<file path="src/rtl/mvau_out_pkg.sv">
// Shared definitions for the MVAU output FIFO: default geometry, pointer width,
// lane slicing and parameter sanity checks.
package mvau_out_pkg;

    localparam int unsigned MVU_PE    = 2;
    localparam int unsigned MVU_TDSTI = 4;
    localparam int unsigned MVU_TO    = MVU_PE * MVU_TDSTI;

    function automatic int unsigned f_ptr_w(input int unsigned depth);
        return $clog2(depth);
    endfunction

    function automatic logic [MVU_TDSTI-1:0] f_lane(input logic [MVU_TO-1:0] word,
                                                    input int unsigned p);
        return word[p*MVU_TDSTI +: MVU_TDSTI];
    endfunction

    // Bus width must match the lane layout; depth a power of two; threshold in range.
    function automatic bit f_cfg_ok(input int unsigned pe, input int unsigned tdsti,
                                    input int unsigned to, input int unsigned depth,
                                    input int unsigned afull);
        return (to == pe * tdsti) && (depth >= 2) && ((depth & (depth - 1)) == 0)
               && (afull >= 1) && (afull <= depth);
    endfunction

endpackage

</file>
<file path="src/rtl/mvu_out_lane_relu.sv">
// Combinational clamp of one signed accumulator lane: negative values become zero.
module mvu_out_lane_relu #(
    parameter int unsigned W = 4
) (
    input  logic [W-1:0] lane,
    output logic [W-1:0] clamped
);

    assign clamped = lane[W-1] ? '0 : lane;

endmodule

</file>
<file path="src/rtl/mvu_out_fifo.sv">
// Output buffer between the MVAU accumulators and an AXI-stream master, with a
// registered first-word-fall-through head. Optional lane ReLU: MVU_OUT_RELU_EN.
module mvu_out_fifo
    import mvau_out_pkg::*;
#(
    parameter int unsigned PE        = MVU_PE,
    parameter int unsigned TDstI     = MVU_TDSTI,
    parameter int unsigned TO        = MVU_TO,
    parameter int unsigned DEPTH     = 4,
    parameter int unsigned AFULL_LVL = 2
) (
    input  logic                       aclk,
    input  logic                       areset,
    input  logic                       in_v,
    input  logic [TO-1:0]              in_dat,
    output logic                       stall,
    output logic                       overflow,
    output logic                       m_axis_tvalid,
    input  logic                       m_axis_tready,
    output logic [TO-1:0]              m_axis_tdata,
    output logic [$clog2(DEPTH):0]     occupancy
);

    localparam int unsigned PW = f_ptr_w(DEPTH);
    localparam int unsigned CW = PW + 1;
    localparam logic [CW-1:0] DEPTH_C = CW'(DEPTH);
    localparam logic [CW-1:0] AFULL_C = CW'(AFULL_LVL);
    localparam bit CFG_OK = f_cfg_ok(PE, TDstI, TO, DEPTH, AFULL_LVL);

    if (!CFG_OK) begin : g_cfg_err
        $error("mvu_out_fifo: inconsistent PE/TDstI/TO/DEPTH/AFULL_LVL");
    end

    logic [TO-1:0] mem [DEPTH];

    logic [PW-1:0] wr_ptr_reg, wr_ptr_next;
    logic [PW-1:0] rd_ptr_reg, rd_ptr_next;
    logic [CW-1:0] count_reg, count_next;
    logic          tvalid_reg, stall_reg, overflow_reg;
    logic [TO-1:0] tdata_reg, tdata_next;
    logic [TO-1:0] wr_data;
    logic          push, pop, head_bypass;

`ifdef MVU_OUT_RELU_EN
    for (genvar gi = 0; gi < PE; gi++) begin : g_relu
        mvu_out_lane_relu #(.W(TDstI)) u_relu (
            .lane    (in_dat[gi*TDstI +: TDstI]),
            .clamped (wr_data[gi*TDstI +: TDstI])
        );
    end
`else
    assign wr_data = in_dat;
`endif

    always_comb begin
        pop         = tvalid_reg & m_axis_tready;
        push        = in_v & ((count_reg < DEPTH_C) | pop);
        count_next  = count_reg;
        if (push && !pop)
            count_next = count_reg + CW'(1);
        else if (pop && !push)
            count_next = count_reg - CW'(1);
        wr_ptr_next = push ? wr_ptr_reg + PW'(1) : wr_ptr_reg;
        rd_ptr_next = pop  ? rd_ptr_reg + PW'(1) : rd_ptr_reg;
        // The incoming word becomes the head when the FIFO is empty after this pop.
        head_bypass = push & ((count_reg == '0) | ((count_reg == CW'(1)) & pop));
        tdata_next  = tdata_reg;
        if (count_next != '0)
            tdata_next = head_bypass ? wr_data : mem[rd_ptr_next];
    end

    always_ff @(posedge aclk) begin
        if (push)
            mem[wr_ptr_reg] <= wr_data;
    end

    always_ff @(posedge aclk or posedge areset) begin
        if (areset) begin
            wr_ptr_reg   <= '0;
            rd_ptr_reg   <= '0;
            count_reg    <= '0;
            tvalid_reg   <= 1'b0;
            tdata_reg    <= '0;
            stall_reg    <= 1'b0;
            overflow_reg <= 1'b0;
        end else begin
            wr_ptr_reg   <= wr_ptr_next;
            rd_ptr_reg   <= rd_ptr_next;
            count_reg    <= count_next;
            tvalid_reg   <= (count_next != '0);
            tdata_reg    <= tdata_next;
            stall_reg    <= (count_next >= AFULL_C);
            overflow_reg <= overflow_reg | (in_v & ~push);
        end
    end

    assign m_axis_tvalid = tvalid_reg;
    assign m_axis_tdata  = tdata_reg;
    assign stall         = stall_reg;
    assign overflow      = overflow_reg;
    assign occupancy     = count_reg;

endmodule

</file>
<file path="config.mk">
export PLATFORM = sky130hd
export DESIGN_NAME = mvu_out_fifo
export DESIGN_NICKNAME = d
export VERILOG_FILES = /design/src/rtl/mvau_out_pkg.sv /design/src/rtl/mvu_out_lane_relu.sv /design/src/rtl/mvu_out_fifo.sv
export SDC_FILE = /design/constraint.sdc
export NUM_CORES = 1
export LEC_CHECK = 0
export BUFFER_PORTS_ARGS = -buffer_cell sky130_fd_sc_hd__buf_4
export CAP_MARGIN = 30
export CORE_MARGIN = 1
export CORE_UTILIZATION = 62
export DETAILED_ROUTE_END_ITERATION = 12
export GPL_TIMING_DRIVEN = 0
export PLACE_DENSITY_LB_ADDON = 0.3
export SLEW_MARGIN = 20
export SYNTH_ARGS = -nofsm -noshare
export SYNTH_HDL_FRONTEND = slang
export SYNTH_SLANG_ARGS = --single-unit
</file>
<file path="constraint.sdc">
create_clock -name aclk -period 6.5 [get_ports aclk]
set_clock_uncertainty 0.15 [all_clocks]
set_input_delay 0.325 -clock aclk [delete_from_list [all_inputs] [get_ports aclk]]
set_output_delay 0.325 -clock aclk [all_outputs]
set_load 0.005 [all_outputs]
</file>
# Word level (Yosys, flattened, before mapping)
# Memories as Yosys holds them, arrays and structs flattened.
# Index checks and enable logic that the tools add are counted.
# op_classes
eq_ne	1
reduce_logical	6
addsub	4
bitwise	9
n_lt_le_gt_ge	2
mux	6
# ops
cell	count
8-bit 2-to-1 mux	1
3-bit 2-to-1 mux	2
1-bit AND	5
2-bit by 1-bit adder with 2-bit output, second input constant	2
3-bit by 1-bit adder with 3-bit output, second input constant	1
3-bit by 1-bit == test with 1-bit output, second input constant	1
3-bit by 2-bit greater-or-equal comparator with 1-bit output, second input constant	1
3-bit logical NOT	1
3-bit less-than comparator, second input constant	1
1-bit OR	3
3-bit nonzero test	1
3-bit by 1-bit subtractor with 3-bit output, second input constant	1
1-bit logical AND	2
1-bit logical NOT	2
1-bit 2-to-1 mux	2
2-bit 2-to-1 mux	1
1-bit NOT	1
# word_totals
regBits	18
out_inout_bits	14
ram_bits	32
n_memories	1
# memory_table
memory	words	width	read_ports	rd_ports_with_merged_regs	write_ports	line	text
mem	4	8	1	0	1	mvu_out_fifo.sv:34	logic [TO-1:0] mem [DEPTH];

# Depth between registers and ports, before layout
# logic_depth
ltp_word	8
mapped_depth	9

# Worst setup path after synthesis
# Ideal clock, no wire load.
# synth_path
kind	flip-flop to flip-flop
from	reg count_reg[0] (netlist: occupancy[0])
to	reg tdata_reg[0] (netlist: m_axis_tdata[0])
setup_slack_ns	4.288
stages_incl_launch_ff	8
synth_period_minus_slack_ns	2.212
arrival_time_ns	1.938
path_buffers	0
required_ns	6.225
path_cell_list	dfrtp_1 inv_1 ha_1 nand2_1 mux2i_1 or3_4 nor3_4 mux2_2
# synth_between
elab_chain_len	8
elab_cells_between_ends	17
cone_classes	2 x add/sub; 1 x order compare; 1 x eq/ne; 3 x mux; 5 x bitwise; 5 x reduce/logical
# synth_rtl
item	line	text
start, declared	mvu_out_fifo.sv:38	logic [CW-1:0] count_reg, count_next;
start signal, assigned	mvu_out_fifo.sv:89	count_reg <= count_next;
3-bit less-than comparator	mvu_out_fifo.sv:57	push = in_v & ((count_reg < DEPTH_C) | pop);
1-bit OR	mvu_out_fifo.sv:57	
1-bit AND	mvu_out_fifo.sv:57	
1-bit logical NOT	mvu_out_fifo.sv:61	else if (pop && !push)
1-bit logical AND	mvu_out_fifo.sv:61	
3-bit 2-to-1 mux	mvu_out_fifo.sv:61	
3-bit 2-to-1 mux (*)	mvu_out_fifo.sv:59	if (push && !pop)
via count_next[1]	mvu_out_fifo.sv:38	
3-bit nonzero test (*)	mvu_out_fifo.sv:68	if (count_next != '0)
end signal, assigned	mvu_out_fifo.sv:91	tdata_reg <= tdata_next;
end, declared	mvu_out_fifo.sv:40	logic [TO-1:0] tdata_reg, tdata_next;
# The timed path passes the listed nets; every way through them passes the cells marked *.
# A chain may end at the register's enable or synchronous reset.

# Worst setup path in the final report
# layout_path
from	reg count_reg[1] (netlist: occupancy[1])
to	reg tdata_reg[5] (netlist: m_axis_tdata[5])
# layout_between
elab_chain_len	8
elab_cells_between_ends	17
cone_classes	2 x add/sub; 1 x order compare; 1 x eq/ne; 3 x mux; 5 x bitwise; 5 x reduce/logical
# layout_rtl
item	line
3-bit less-than comparator	mvu_out_fifo.sv:57
1-bit OR	mvu_out_fifo.sv:57
1-bit AND	mvu_out_fifo.sv:57
1-bit logical NOT	mvu_out_fifo.sv:61
1-bit logical AND	mvu_out_fifo.sv:61
3-bit 2-to-1 mux	mvu_out_fifo.sv:61
3-bit 2-to-1 mux	mvu_out_fifo.sv:59
3-bit nonzero test	mvu_out_fifo.sv:68
# Several ways; a longest one is shown, not always the timed one.

==> reports/results.txt <==
status: finished, violations left
failing checks: negative hold slack
RSZ-0062 raised after global routing: false
layout cell share with drive strength beyond 1: 0.282
Worst EP arrival: 2.53 ns
Die Area: 0.00423 mm2
Worst path top cell family by delay: buffers and inverters
slowest library cell on the worst path: clkbuf_1
Seq/Total Area, Yosys: 0.573
row cnt: 22
met3 WL: 208 um
Post-Layout Cell Count: 250
largest net degree at the start of global routing: 19
Synth top area share: 0.390
Clock Latency Late Sink: 0.30 ns
GR Overflow Total: 0
final wirelength: 4760 um
synthesized area: 0.00246 mm2
vias per cell: 5.96
Synth Flop Type: edfxtp_1
GRT Total Usage: 0.255
synth cell count leaders: mux2i_1 (35), edfxtp_1 (32), dfrtp_1 (18)
data required time of the worst path: 6.54 ns
Synth async-reset ratio: 0.360
Setup TNS: 0 ns
Final period util: 0.384
floorplan die width: 65.1 um
worst min-delay path class: in2async
Clock transition at path regs: 0.08 ns
worst path cell trace: inv_1, ha_1, a31oi_1, or2_2, clkbuf_1, clkbuf_1, a21oi_1, mux2_1
post-CTS setup buffer count: 0
startpoint types: flip-flop
Initial Util: 0.658
Critical Path Most Common Cell: clkbuf_1
Routed Antenna Nets: 0
Leakage: 0.00115 uW
top cells by area, synth: edfxtp_1 (39%), dfrtp_1 (18%), mux2i_1 (14%), mux4_2 (7.3%), ha_1 (4.1%)
Setup CP Type: reg2reg
Avg Cell Area, Syn: 14.5 um2
crit-path max cell delay: 0.48 ns
maximum clock insertion buffer count: 2
initial drt markers: 76
relative slew slack: 0.470
crit path max fanout: 10
top-count cell post-synth: mux2i_1
first-pass GRT wire length: 7410 um
vias in the first global route: 1594
routed len/inst: 19.0 um
Root Driver: clkbuf_8
Num CTS Buffers: 5
met2 WL: 2560 um
Setup violations, final: 0
WHS: -0.00126 ns
cell taking the most area after synthesis: edfxtp_1
# H-tree levels: 2
min Tclk post-route: 2.50 ns
Ys Warns: 0
Port Buffers: 24
TritonCTS clock tree: done
post-synth cell types: 29
gpl congestion: 0.836
wl on met1: 1870 um
max-slew violation count: 0
DR vias: 1489
Cell Count Post-Placement: 242
Final Hold Viols: 2
post-synthesis cell count: 170
f_max: 400 MHz
Worst-Margin Slew: 0.795 ns
CTS Hold Buffers Added: 0
initial antenna violation count: 0
uppermost routed layer: met4
maximum vdd drop: 0.224 mV
Post-synth EDFFs: 32
Top reg by flops: mem
pwr dens: 430 mW/mm2
# clock sinks: 50
max reg flops: 32
DIE HEIGHT: 65.1 um
number of synthesized register bits: 50
P&R area growth vs syn: 13.5%
post-DP HPWL: 3290 um
core region area: 0.00374 mm2
Net Count, Synth: 190
I/O pins: 26
WP buf/inv: 3
post-cts sizing count: 0
Antenna diodes: 0
residual DRC count: 0
Layout Nets: 221
Max-Cap Viols: 0
Pre-antenna DRT Iters: 4
CP endpoint kind: flip-flop
-- layout make-up --
type,count,area [um2]
Inverter,7,26.3
Fill cell,238,947
Buffer,9,47.5
Multi-Input combinational cell,104,980
Timing Repair Buffer,24,180
Sequential cell,50,1410
Clock buffer,7,86.3
Tap cell,48,60.1
Clock inverter,1,5.00
-- cells in the final DEF, fill, tap and decap left out, drive strengths merged, types with 4 or more instances in the layout --
| cell type | n |
|---|---|
| mux2i | 35 |
| edfxtp | 32 |
| buf | 29 |
| dfrtp | 18 |
| a21oi | 11 |
| clkbuf | 11 |
| nor2 | 9 |
| mux4 | 8 |
| ha | 8 |
| mux2 | 8 |
| inv | 7 |
| xnor2 | 4 |
| and2 | 4 |
| nand2 | 4 |
-- metrics by stage --
stage	hold WS (ns)	setup slack (ns)	utilization	instance area, um2	total power [uW]
after floorplan	0.114	4.29	-	2460	861
after global placement	0.303	4.06	0.723	2710	993
after CTS	0.00729	4.01	0.747	2800	1210
after detailed placement	0.308	4.02	0.723	2710	1030
final	-0.00126	4.00	0.747	2800	1200
after global routing	0.0276	3.84	0.747	2800	1280
-- worst paths after layout --
check                        startpoint              end  slack, ns  cells after the start
min                              areset         overflow     -0.001                      2
max in group asynchronous        areset  m_axis_tdata[5]       5.74                      2
max reg2reg                occupancy[1]  m_axis_tdata[5]       4.00                      8
max                        occupancy[1]  m_axis_tdata[5]       4.00                      8
min reg2reg                    overflow         overflow       0.33                      1
min in group aclk             in_dat[3]        mem[1][3]       0.08                      1
-- where the power goes --
group          switching (uW)  internal, uW
logic                     257           288
clock network            96.3          85.9
registers                50.2           426
-- logic make-up after synthesis --
family / Yosys count / share of synthesized area
compound gates: 15 / 0.0325
xor+xnor: 4 / 0.0142
buf+inv: 16 / 0.0299
fa+ha+maj: 8 / 0.0406
mux: 51 / 0.252
flops: 50 / 0.573
simple gates: 26 / 0.0584
-- layer usage --
layer	up-vias	global-route usage
li1	685	-
met1	743	0.280
met5	-	0
met2	49	0.449
met3	12	0.0651
met4	0	0.133
Note: power is estimated with default switching activity, not from simulation.
